<file path="src/rtl/gcd_pkg.sv">
// Shared types and the fixed regression table for the GCD self-test driver.
package gcd_pkg;

   localparam int GCD_W       = 8;
   localparam int GCD_NUM_VEC = 24;

   typedef struct packed {
      logic [GCD_W-1:0] x;
      logic [GCD_W-1:0] y;
      logic             rst;
      logic [GCD_W-1:0] exp;
   } gcd_vec_t;

   typedef enum logic [2:0] {
      ST_IDLE,
      ST_APPLY,
      ST_SETTLE,
      ST_CHECK,
      ST_NEXT,
      ST_DONE
   } gcd_state_t;

   // Entries with rst=1 expect 0: the unit is held in reset, operands ignored.
   function automatic gcd_vec_t gcd_vec_lookup(input logic [4:0] idx);
      case (idx)
         5'd0:    return '{8'd1,   8'd1,   1'b0, 8'd1};
         5'd1:    return '{8'd7,   8'd5,   1'b0, 8'd1};
         5'd2:    return '{8'd3,   8'd9,   1'b0, 8'd3};
         5'd3:    return '{8'd9,   8'd3,   1'b0, 8'd3};
         5'd4:    return '{8'd17,  8'd13,  1'b0, 8'd1};
         5'd5:    return '{8'd21,  8'd6,   1'b0, 8'd3};
         5'd6:    return '{8'd6,   8'd21,  1'b0, 8'd3};
         5'd7:    return '{8'd12,  8'd6,   1'b1, 8'd0};
         5'd8:    return '{8'd100, 8'd1,   1'b0, 8'd1};
         5'd9:    return '{8'd255, 8'd254, 1'b0, 8'd1};
         5'd10:   return '{8'd50,  8'd25,  1'b1, 8'd0};
         5'd11:   return '{8'd28,  8'd28,  1'b0, 8'd28};
         5'd12:   return '{8'd200, 8'd100, 1'b1, 8'd0};
         5'd13:   return '{8'd3,   8'd0,   1'b0, 8'd3};
         5'd14:   return '{8'd0,   8'd3,   1'b0, 8'd3};
         5'd15:   return '{8'd64,  8'd208, 1'b0, 8'd16};
         5'd16:   return '{8'd2,   8'd4,   1'b0, 8'd2};
         5'd17:   return '{8'd10,  8'd4,   1'b0, 8'd2};
         5'd18:   return '{8'd254, 8'd2,   1'b0, 8'd2};
         5'd19:   return '{8'd6,   8'd8,   1'b0, 8'd2};
         5'd20:   return '{8'd255, 8'd255, 1'b1, 8'd0};
         5'd21:   return '{8'd8,   8'd4,   1'b1, 8'd0};
         5'd22:   return '{8'd0,   8'd0,   1'b0, 8'd0};
         5'd23:   return '{8'd1,   8'd0,   1'b1, 8'd0};
         default: return '{8'd0,   8'd0,   1'b1, 8'd0};
      endcase
   endfunction

endpackage

</file>
<file path="src/rtl/gcd_vector_driver_rom.sv">
// Combinational index -> {x, y, rst, exp} lookup into the regression table.
module gcd_vector_rom
   import gcd_pkg::*;
#(
   parameter int WIDTH = GCD_W
) (
   input  logic [4:0]       idx,
   output logic [WIDTH-1:0] x,
   output logic [WIDTH-1:0] y,
   output logic             rst,
   output logic [WIDTH-1:0] exp
);

   gcd_vec_t rec;

   assign rec = gcd_vec_lookup(idx);
   assign x   = WIDTH'(rec.x);
   assign y   = WIDTH'(rec.y);
   assign rst = rec.rst;
   assign exp = WIDTH'(rec.exp);

endmodule

</file>
<file path="src/rtl/gcd_vector_driver.sv">
// Replays the regression table into a GCD unit, samples gcd_output SETTLE cycles after
// each drive and counts mismatches; one vector costs SETTLE+3 cycles, start ignored while busy.
module gcd_vector_driver
   import gcd_pkg::*;
#(
   parameter int WIDTH   = GCD_W,
   parameter int NUM_VEC = GCD_NUM_VEC,
   parameter int LOOPS   = 50,
   parameter int SETTLE  = 4,
   parameter int ERR_W   = 16
) (
   input  logic             Clock,
   input  logic             Reset,
   input  logic             start,
   input  logic             abort,
   output logic [WIDTH-1:0] gcd_x,
   output logic [WIDTH-1:0] gcd_y,
   output logic             gcd_rst,
   input  logic [WIDTH-1:0] gcd_output,
   output logic             busy,
   output logic             done,
   output logic             mismatch,
   output logic [4:0]       mis_idx,
   output logic [WIDTH-1:0] mis_value,
   output logic [ERR_W-1:0] err_cnt
);

   localparam int LW = (LOOPS  > 1) ? $clog2(LOOPS)  : 1;
   localparam int SW = (SETTLE > 1) ? $clog2(SETTLE) : 1;

   gcd_state_t       state;
   logic [4:0]       vec_idx;
   logic [LW-1:0]    loop_cnt;
   logic [SW-1:0]    settle_cnt;
   logic [WIDTH-1:0] rom_x, rom_y, rom_exp;
   logic             rom_rst;

   gcd_vector_rom #(.WIDTH(WIDTH)) u_rom (
      .idx (vec_idx),
      .x   (rom_x),
      .y   (rom_y),
      .rst (rom_rst),
      .exp (rom_exp)
   );

   always_ff @(posedge Clock) begin
      if (Reset) begin
         state      <= ST_IDLE;
         vec_idx    <= '0;
         loop_cnt   <= '0;
         settle_cnt <= '0;
         gcd_x      <= '0;
         gcd_y      <= '0;
         gcd_rst    <= 1'b1;
         busy       <= 1'b0;
         done       <= 1'b0;
         mismatch   <= 1'b0;
         mis_idx    <= '0;
         mis_value  <= '0;
         err_cnt    <= '0;
      end else begin
         mismatch <= 1'b0;
         // Abort wins over start; error history survives until the next start.
         if (abort && state != ST_IDLE) begin
            state   <= ST_IDLE;
            busy    <= 1'b0;
            done    <= 1'b0;
            gcd_rst <= 1'b1;
            gcd_x   <= '0;
            gcd_y   <= '0;
         end else begin
            case (state)
               ST_IDLE, ST_DONE: begin
                  if (start) begin
                     vec_idx  <= '0;
                     loop_cnt <= '0;
                     err_cnt  <= '0;
                     done     <= 1'b0;
                     busy     <= 1'b1;
                     state    <= ST_APPLY;
                  end
               end
               ST_APPLY: begin
                  gcd_x      <= rom_x;
                  gcd_y      <= rom_y;
                  gcd_rst    <= rom_rst;
                  settle_cnt <= SW'(SETTLE - 1);
                  state      <= ST_SETTLE;
               end
               ST_SETTLE: begin
                  if (settle_cnt == '0) state <= ST_CHECK;
                  else                  settle_cnt <= settle_cnt - 1'b1;
               end
               ST_CHECK: begin
                  if (gcd_output !== rom_exp) begin
                     mismatch  <= 1'b1;
                     mis_idx   <= vec_idx;
                     mis_value <= gcd_output;
                     if (err_cnt != '1) err_cnt <= err_cnt + 1'b1;
                  end
                  state <= ST_NEXT;
               end
               ST_NEXT: begin
                  if (vec_idx == 5'(NUM_VEC - 1)) begin
                     vec_idx <= '0;
                     if (loop_cnt == LW'(LOOPS - 1)) begin
                        done    <= 1'b1;
                        busy    <= 1'b0;
                        gcd_rst <= 1'b1;
                        gcd_x   <= '0;
                        gcd_y   <= '0;
                        state   <= ST_DONE;
                     end else begin
                        loop_cnt <= loop_cnt + 1'b1;
                        state    <= ST_APPLY;
                     end
                  end else begin
                     vec_idx <= vec_idx + 1'b1;
                     state   <= ST_APPLY;
                  end
               end
               default: state <= ST_IDLE;
            endcase
         end
      end
   end

endmodule

</file>
<file path="config.mk">
export PLATFORM = sky130hd
export DESIGN_NAME = gcd_vector_driver
export DESIGN_NICKNAME = d
export VERILOG_FILES = /design/src/rtl/gcd_pkg.sv /design/src/rtl/gcd_vector_driver_rom.sv /design/src/rtl/gcd_vector_driver.sv
export SDC_FILE = /design/constraint.sdc
export NUM_CORES = 1
export LEC_CHECK = 0
export BUFFER_PORTS_ARGS = -buffer_cell sky130_fd_sc_hd__buf_2
export CAP_MARGIN = 20
export CORE_MARGIN = 10
export CORE_UTILIZATION = 37
export CTS_BUF_LIST = sky130_fd_sc_hd__clkbuf_4 sky130_fd_sc_hd__clkbuf_8 sky130_fd_sc_hd__clkbuf_16
export CTS_CLUSTER_DIAMETER = 50
export DETAILED_ROUTE_END_ITERATION = 7
export GPL_TIMING_DRIVEN = 0
export SLEW_MARGIN = 10
export SYNTH_ARGS = -nofsm -noshare
export SYNTH_HDL_FRONTEND = slang
export SYNTH_HIERARCHICAL = 1
export SYNTH_SLANG_ARGS = --single-unit
</file>
<file path="constraint.sdc">
create_clock -name Clock -period 3.93 [get_ports Clock]
set_input_delay 0.1965 -clock Clock [delete_from_list [all_inputs] [get_ports Clock]]
set_output_delay 0.1965 -clock Clock [all_outputs]
set_load 0.02 [all_outputs]
</file>
==> flow_summary.ini, run 1 <==
[synthesis]
yosysMostFrequentCell = dfxtp_1
synth_fa_ha_area_share_pct = 4.11
syn_area_sq_um = 3930
synth.yosys.seq_area_share_pct = 33.1
ys_dominant_reg_cell = dfxtp_1
async_flop_share_pct = 0
synth-warning-count = 6
synth.area.top_cells = dfxtp_1 (33%), mux2i_1 (6.6%), nor2_1 (5.3%)
synth-simple-area-share_pct = 26.7
synth_cells = 469
synth-xor-area-share_pct = 2.23
synth_top_area_share_pct = 33.1
synthTopCellsByCount = dfxtp_1 (65), nor2_1 (55), nand2_1 (38)
syn_avg_cell_area_sq_um = 8.38
synth_top_cell_by_area = dfxtp_1
synth_top_family_by_area = simple AND/OR/NAND/NOR gates
yosys_register_bits = 65
synthDistinctLibCells = 72
synth_mux_area_share_pct = 8.73
synth_compound_area_share_pct = 18.9
synth_edf_count = 0

[cts]
clkTransAtPathRegs_ps = 80
cts.hold.buffers_added = 0
cts-htree-levels = 3
cts_tree = built
cts_inserted_buffers = 9
ctsResizeCount = 0
cts_max_path_buffers = 2
postCtsSetupRepairBufs = 0
cts_root_buffer = clkbuf_8
clkLatencyLatePin_ps = 360
cts_sinks = 65

[sta]
fin_setup_tns_ps = 0
tightest_slew_ps = 727
maxSlewViolCount = 0
fmax_mhz = 282
grt_setup_unrepaired = false
setup_viol_count_final = 0
min_period_ps = 3540
fin_crit_sh_pct = 90.1
fin_skew_ps = 13.1
fin_hold_ws_ps = 103
hold_viol_final = 0
worst_slew_margin_rel_pct = 51.4

[power]
vdd_drop_max_v = 0.000186
leakagePower_nw = 1.98
power_density_nw_per_um2 = 332

[critical_path]
endpoint = err_cnt[3]
r2r-end = err_cnt[3]
crit_start = vec_idx[1]
cpMaxStageDelayCell = nor4_1
critPathArrivalTime_ps = 3790
critPathRequiredTime_ps = 4180
cp-end-kind = register
regToRegSetupSlack_ps = 390
cpPeakStageDelay_ps = 520
crit_cells = 12
path_max_fanout = 10
cp-start-kind = register
path_class = register to register
worst-path-buf-inv = 5
r2r-start = vec_idx[1]
crit_family = buffers and inverters
cp_cell_sequence = clkbuf_1 > inv_1 > ha_1 > inv_1 > o31ai_1 > xor2_1 > nor4_1 > a21o_1 > buf_2 > buf_2 > mux2i_1 > nand2_1
reg2regPathDepth = 12

[layout]
stdcell_count = 682
design_area_sq_um = 4600
fill_cells = 1033
area_growth_pct = 17.1
drive_gt1_share_pct = 22.9
fin_nets = 565
diodes = 0
post-route-util_pct = 44.6

[detailed_routing]
via_per_inst = 5.51
ant_nets = 0
wire_per_inst_um = 16.0
drt_first_pass_iters = 4
num_vias = 3756
drtIter0Drc = 293
drt-total-wl_um = 10900
drc = 0

[grt]
antenna_found_initial = 0
grt_max_degree = 15
overflow = 0
grt_pass1_vias = 3774
grt_pass1_wl_um = 18100
grt_use_total_pct = 14.7

[die]
design.die.area_sq_um = 15100
core_area_sq_um = 10300
die_w_um = 123
row_count = 37
chipHeight_um = 123
start_util_pct = 38.1
pin_count = 61

[place]
port_buffers = 59
post_dp_cell_area_sq_um = 4400
dp_hpwl_um = 8120
place_congestion = 0.891
dp.cells = 666

[worst_hold_path]
min-delay-start = gcd_output[7]
hp-class = primary input to register

[run_status]
outcome = finished clean

[job]
cap_violations = 0
==> layout make-up <==
cell class                      instances  area [sq um]  share of cell area, %
Buffer                                 34           189                   4.11
Clock buffer                           13           160                   3.48
Clock inverter                          3          40.0                  0.870
Inverter                               14          52.6                   1.14
Multi-Input combinational cell        358          2390                   52.0
Sequential cell                        65          1300                   28.3
Tap cell                              136           170                   3.70
Timing Repair Buffer                   59           295                   6.42
==> how the worst min path moves through the flow <==
stage	endpoint	slack [ps]	depth (start not counted)
CTS	mis_value[7]	90	3
detailed placement	mis_value[2]	480	3
global placement	mis_value[7]	450	3
finish	mis_value[7]	100	3
floorplan	mis_value[0]	340	2
global route	mis_value[7]	100	3
==> tightest hold or removal path: stages <==
cell	delay (ps)
buf_2	90
mux2i_1	60
nor2_1	70
==> routing by layer <==
metal,vias up,part of all wire [%],GRT usage [%]
li1,1858,-,-
met1,1798,41,16.4
met2,87,51,26.1
met3,13,5.5,3.92
met4,0,1.6,5.60
met5,-,0,0
==> registers in the layout, summed over array words and instances (netlist names) <==
| name | flops |
|---|---|
| err_cnt | 16 |
| gcd_rst | 1 |
| gcd_x | 8 |
| mis_idx | 5 |
| vec_idx | 5 |
| state | 3 |
| mis_value | 8 |
| loop_cnt | 6 |
| done | 1 |
| settle_cnt | 2 |
| busy | 1 |
| gcd_y | 8 |
| mismatch | 1 |
==> where the power goes <==
part           switching (mW)  internal (mW)
Clock                   0.268          0.330
Combinational           0.149         0.0888
Sequential             0.0173          0.673
==> per-stage QoR <==
stage	total power [mW]	setup WS, ps
after floorplan	0.875	1070
after global placement	0.939	470
after detailed placement	0.944	416
after CTS	1.54	387
after global routing	1.60	29.8
final	1.53	388
==> cells by family (layout without fill, tap and decap cells) <==
| group | count (synthesis) | count (layout) |
|---|---|---|
| other | 1 | 3 |
| AOI/OAI and AO/OA | 106 | 106 |
| xor gates and xnor gates | 10 | 10 |
| buffers and inverters | 48 | 123 |
| adders and majority gates | 13 | 13 |
| muxes | 32 | 32 |
| DFF | 65 | 65 |
| and+or+nand+nor | 194 | 194 |
==> placed cells by master, fill, tap and decap left out, types with 6 or more instances in the layout <==
master    synthesis  final
nand3_1          15     15
nor3b_1           7      7
o31ai_1           8      8
nor3_1            8      8
dfxtp_1          65     65
buf_2            12     71
ha_1             12     12
nor2_1           55     55
a21oi_1          19     19
xor2_1            8      8
a31oi_1          10     10
clkbuf_8          0     10
or4_1             9      9
o21ai_0          15     15
inv_1            13     13
nand2_1          38     38
nand2b_1          7      7
clkbuf_1         12     12
buf_4             6      6
nor4_1            7      7
mux2i_1          26     26
a22oi_1          16     16
(Power assumes the default switching activity.)
==> run 2, diff against run 1 <==
- MAX_ROUTING_LAYER: unset -> met4
- TNS_END_PERCENT: unset -> 5
==> flow_summary.ini, run 2 (same netlist as run 1, synthesis figures left out) <==
[cts]
clkLatencyLatePin_ps = 350
cts_sinks = 65
clkTransAtPathRegs_ps = 80
cts.hold.buffers_added = 0
cts_tree = built
cts_root_buffer = clkbuf_8
postCtsSetupRepairBufs = 0
ctsResizeCount = 0
cts_inserted_buffers = 9
cts_max_path_buffers = 2
cts-htree-levels = 3

[critical_path]
crit_start = vec_idx[1]
critPathArrivalTime_ps = 3790
path_class = register to register
path_max_fanout = 10
reg2regPathDepth = 12
cpPeakStageDelay_ps = 520
cp-start-kind = register
critPathRequiredTime_ps = 4180
cp_cell_sequence = clkbuf_1 > inv_1 > ha_1 > inv_1 > o31ai_1 > xor2_1 > nor4_1 > a21o_1 > buf_2 > buf_2 > mux2i_1 > nand2_1
r2r-end = err_cnt[3]
regToRegSetupSlack_ps = 390
r2r-start = vec_idx[1]
cpMaxStageDelayCell = nor4_1
cp-end-kind = register

[grt]
antenna_found_initial = 0
grt_max_degree = 15
grt_pass1_wl_um = 18100
grt_use_total_pct = 15.1
grt_pass1_vias = 3768
overflow = 0

[die]
pin_count = 61
start_util_pct = 38.1
chipHeight_um = 123
row_count = 37
design.die.area_sq_um = 15100
core_area_sq_um = 10300
die_w_um = 123

[power]
power_switching_mw = 0.432
switching_share_pct = 28.3
power_density_nw_per_um2 = 331
power_frac_seq_pct = 45.3
power_frac_comb_pct = 15.6
power.share.clock_pct = 39.1
vdd_drop_max_v = 0.000186
leakagePower_nw = 1.98
intPower_mw = 1.09

[layout]
largest_reg_flops = 16
post-route-util_pct = 44.6
final_cell_mix = buf_2 (71), dfxtp_1 (65), nor2_1 (55), nand2_1 (38), mux2i_1 (26)
fill_cells = 1033
area_growth_pct = 17.1
registers.top_by_ff_count = err_cnt
layout_commonest_cell = buf_2
fin_nets = 565
drive_gt1_share_pct = 22.9
diodes = 0

[sta]
maxSlewViolCount = 0
grt_setup_unrepaired = false
fin_crit_sh_pct = 90.1
min_period_ps = 3540
hold_viol_final = 0
fin_skew_ps = 11.8
setup_viol_count_final = 0
worst_slew_margin_rel_pct = 51.1
fin_setup_tns_ps = 0
fmax_mhz = 282
tightest_slew_ps = 732

[detailed_routing]
drc = 0
drt-total-wl_um = 10900
via_per_inst = 5.50
ant_nets = 0
drt_first_pass_iters = 4
route.met3.wl_um = 553
wire_per_inst_um = 16.0
dr.max_layer_used = met4
num_vias = 3749
route.met2.wl_um = 5590
wl_met1_um = 4570
drtIter0Drc = 305

[worst_hold_path]
worstHoldPathCells = 3
hold_end = mis_value[7]
min-delay-start = gcd_output[7]
hp-class = primary input to register

[job]
cap_violations = 0

[place]
place_congestion = 0.906
dp_hpwl_um = 8120
port_buffers = 59

[run_status]
outcome = finished clean
run 2: cell counts in the layout (fill, tap and decap cells not counted):
No cell type changed its count.
run 2: how the worst max path moves through the flow:
stage	end	slack, ps	cells after the start
after floorplan	err_cnt[11]	1070	12
after global placement	err_cnt[3]	470	12
after detailed placement	err_cnt[3]	420	12
after CTS	err_cnt[3]	390	12
after global routing	err_cnt[6]	40	12
final	err_cnt[3]	390	12
run 2: power groups by stage:
stage          sequential (mW)  combinational, mW  clock (mW)
3_3_place_gp             0.705              0.234           0
5_1_grt                  0.692              0.266       0.646
6_report                 0.690              0.237       0.596
4_1_cts                  0.690              0.239       0.614
3_5_place_dp             0.705              0.238           0
2_1_floorplan            0.711              0.164           0
run 2: critical path, delay by kind of cell, from the launching register on:
kind	cells	cell delay [ps]
buf+inv	5	1130
simple gates	2	580
compound gates	2	510
flops	1	470
fa+ha+maj	1	380
mux	1	220
xor+xnor	1	120
run 2: per-stage QoR:
stage	cells	hold WS [ps]	power, mW	worst slack [ps]	instance area, sq um
2_1_floorplan	471	340	0.875	1070	3940
3_3_place_gp	666	454	0.939	470	4400
3_5_place_dp	666	475	0.944	416	4400
4_1_cts	682	92.1	1.54	387	4600
5_1_grt	682	95.3	1.60	36.5	4600
6_report	682	104	1.52	390	4600
run 2: cell type report:
cell class	count	area [sq um]	area share, %
Timing Repair Buffer	59	295	6.42
Inverter	14	52.6	1.14
Tap cell	136	170	3.70
Clock inverter	3	40.0	0.870
Clock buffer	13	160	3.48
Buffer	34	189	4.11
Sequential cell	65	1300	28.3
Multi-Input combinational cell	358	2390	52.0
run 2: metal layers:
layer / up-vias / GRT usage (%)
li1: 1861 / -
met1: 1786 / 16.7
met2: 91 / 26.1
met3: 11 / 3.46
met4: 0 / 5.60
met5: - / -
==> run 3, diff against run 2 <==
- ABC_AREA: unset -> 1
- GPL_TIMING_DRIVEN: 0 -> unset
- clock period: 3.93 -> 3.5 ns (I/O delays scaled with it)
==> flow_summary.ini, run 3 <==
[grt]
grt_use_met1_pct = 16.9
grt_pass1_wl_um = 17500
grt_pass1_vias = 3756
overflow = 0
grt_util_met2_pct = 23.6
grt_max_degree = 30
top_usage_layer = met2
grt_use_total_pct = 14.6
met3_usage_pct = 3.19
antenna_found_initial = 0

[synthesis]
synth_top_area_share_pct = 32.8
synthTopCellsByCount = nand2_1 (178), dfxtp_1 (65), nor2_1 (64)
synth_cells = 601
synth-simple-area-share_pct = 38.4
synth_compound_area_share_pct = 13.4
synth-warning-count = 6
synth_mux_area_share_pct = 0
yosysMostFrequentCell = nand2_1
synth_top_family_by_area = simple AND/OR/NAND/NOR gates
synth_top_cell_by_area = dfxtp_1
synth_fa_ha_area_share_pct = 3.79
synth_edf_count = 0
syn_area_sq_um = 3960
synth.yosys.seq_area_share_pct = 32.8
synth-xor-area-share_pct = 2.21
syn_avg_cell_area_sq_um = 6.59
yosys_register_bits = 65
ys_dominant_reg_cell = dfxtp_1
async_flop_share_pct = 0
synthDistinctLibCells = 42
synth.area.top_cells = dfxtp_1 (33%), nand2_1 (17%), nand3_1 (8.0%)

[job]
cap_violations = 0

[sta]
layout_setup_ws_ps = 741
min_period_ps = 2760
setup_viol_count_final = 0
tightest_slew_ps = 629
grt_setup_unrepaired = false
maxSlewViolCount = 0
fin_hold_ws_ps = 113
worst_slew_margin_rel_pct = 58.0
fmax_mhz = 362
fin_crit_sh_pct = 78.8
fin_setup_tns_ps = 0
hold_viol_final = 0
fin_skew_ps = 13.4

[layout]
drive_gt1_share_pct = 17.2
final_cell_mix = nand2_1 (178), dfxtp_1 (65), nor2_1 (64), nand3_1 (63)
largest_reg_flops = 16
layout_commonest_cell = nand2_1
area_growth_pct = 13.4
registers.top_by_ff_count = err_cnt
design_area_sq_um = 4490
fin_nets = 677
diodes = 0

[power]
power_frac_comb_pct = 28.4
intPower_mw = 1.30
switching_share_pct = 36.5
vdd_drop_max_v = 0.000200
leakagePower_nw = 1.92
power_frac_seq_pct = 41.4
power_switching_mw = 0.744
power_density_nw_per_um2 = 454
power.share.clock_pct = 30.2

[cts]
cts.hold.buffers_added = 0
cts_inserted_buffers = 9
ctsResizeCount = 0
clkLatencyLatePin_ps = 360
cts_root_buffer = clkbuf_8
cts_max_path_buffers = 2
cts_tree = built
cts_sinks = 65
cts-htree-levels = 3
postCtsSetupRepairBufs = 0
clkTransAtPathRegs_ps = 70

[critical_path]
cpMaxStageDelayCell = ha_1
crit_family = simple AND/OR/NAND/NOR gates
path_class = register to register
cp-end-kind = register
path_max_fanout = 23
critPathArrivalTime_ps = 3040
cp_cell_sequence = buf_4 > inv_1 > ha_1 > or2_1 > nand2_1 > a21oi_1 > xnor2_1 > nand2_1 > nor2_1 > nand2_1 > nand2_1 > nand2_2 > nand2_2 > nand2_1 > a21oi_1
cp-start-kind = register
worst-path-buf-inv = 2
critPathRequiredTime_ps = 3780
cpPeakStageDelay_ps = 350
crit_top_cell = nand2_1

[detailed_routing]
num_vias = 3937
via_per_inst = 4.96
drtIter0Drc = 280
drc = 0
drt_first_pass_iters = 4
drt-total-wl_um = 10700
wire_per_inst_um = 13.4
ant_nets = 0

[die]
start_util_pct = 38.2
pin_count = 61
design.die.area_sq_um = 15200
chipHeight_um = 123
core_area_sq_um = 10400
row_count = 37
die_w_um = 123

[worst_hold_path]
hp-class = primary input to register

[place]
port_buffers = 60
place_congestion = 0.970
post_dp_cell_area_sq_um = 4310
dp_slack_ps = 775
dp_hpwl_um = 7960

[run_status]
outcome = finished clean
==> run 3: changes by cell type in the layout (fill, tap and decap cells not counted), moves of 8 or more <==
cell / change
a22oi_1: -16
nand3_1: +48
o31ai_1: -8
mux2i_1: -26
inv_1: +32
clkbuf_1: -12
buf_2: -11
nand2_1: +140
a31oi_1: -8
a21oi_1: +41
nor2_1: +9
or4_1: -9
==> run 3: path summary, 6_finish.rpt <==
path                      start      endpoint  slack [ps]  cells after the start
hold / removal    gcd_output[4]  mis_value[4]         110                      3
setup / recovery     vec_idx[1]    err_cnt[9]         740                     15
hold reg to reg        gcd_x[1]      gcd_x[1]         460                      2
setup reg to reg     vec_idx[1]    err_cnt[9]         740                     15
==> run 3: worst register-to-register path, cell delays in order, from the launching register on <==
cell and delay [ps]:
dfxtp_1 320, buf_4 170, inv_1 150, ha_1 350, or2_1 270, nand2_1 70
a21oi_1 70, xnor2_1 150, nand2_1 70, nor2_1 100, nand2_1 130, nand2_1 110
nand2_2 260, nand2_2 280, nand2_1 90, a21oi_1 120
==> run 3: layout make-up <==
class | count | area, sq um
Inverter | 51 | 196
Sequential cell | 65 | 1300
Clock inverter | 2 | 12.5
Fill cell | 1135 | 5880
Multi-Input combinational cell | 461 | 2300
Tap cell | 136 | 170
Timing Repair Buffer | 65 | 338
Clock buffer | 14 | 174
==> run 3: power groups by stage <==
stage                     clock network (mW)  registers [mW]  logic (mW)
after floorplan                            0           0.906       0.411
after global placement                     0           0.858       0.580
after detailed placement                   0           0.860       0.583
after CTS                              0.633           0.843       0.585
after global routing                   0.667           0.851       0.660
final                                  0.616           0.844       0.579
==> run 3: stage by stage <==
step | util [%] | std cells | total power, mW
after floorplan | - | 603 | 1.32
after global placement | 41.5 | 778 | 1.44
after detailed placement | 41.5 | 778 | 1.44
after CTS | 43.3 | 794 | 2.06
after global routing | 43.3 | 794 | 2.18
final | 43.3 | 794 | 2.04
==> run 3: logic make-up after synthesis <==
group / count (synthesis)
adder cells (fa/ha/maj): 12
buffers and inverters: 77
other: 1
flip-flops: 65
AO/OA/AOI/OAI: 93
AND/OR/NAND/NOR: 343
XOR/XNOR: 10
==> run 3: layer usage <==
| layer | vias up | wire length [um] |
|---|---|---|
| met1 | 1785 | 4920 |
| met5 | - | 0 |
| li1 | 2054 | - |
| met4 | 0 | 226 |
| met2 | 79 | 5130 |
| met3 | 19 | 402 |
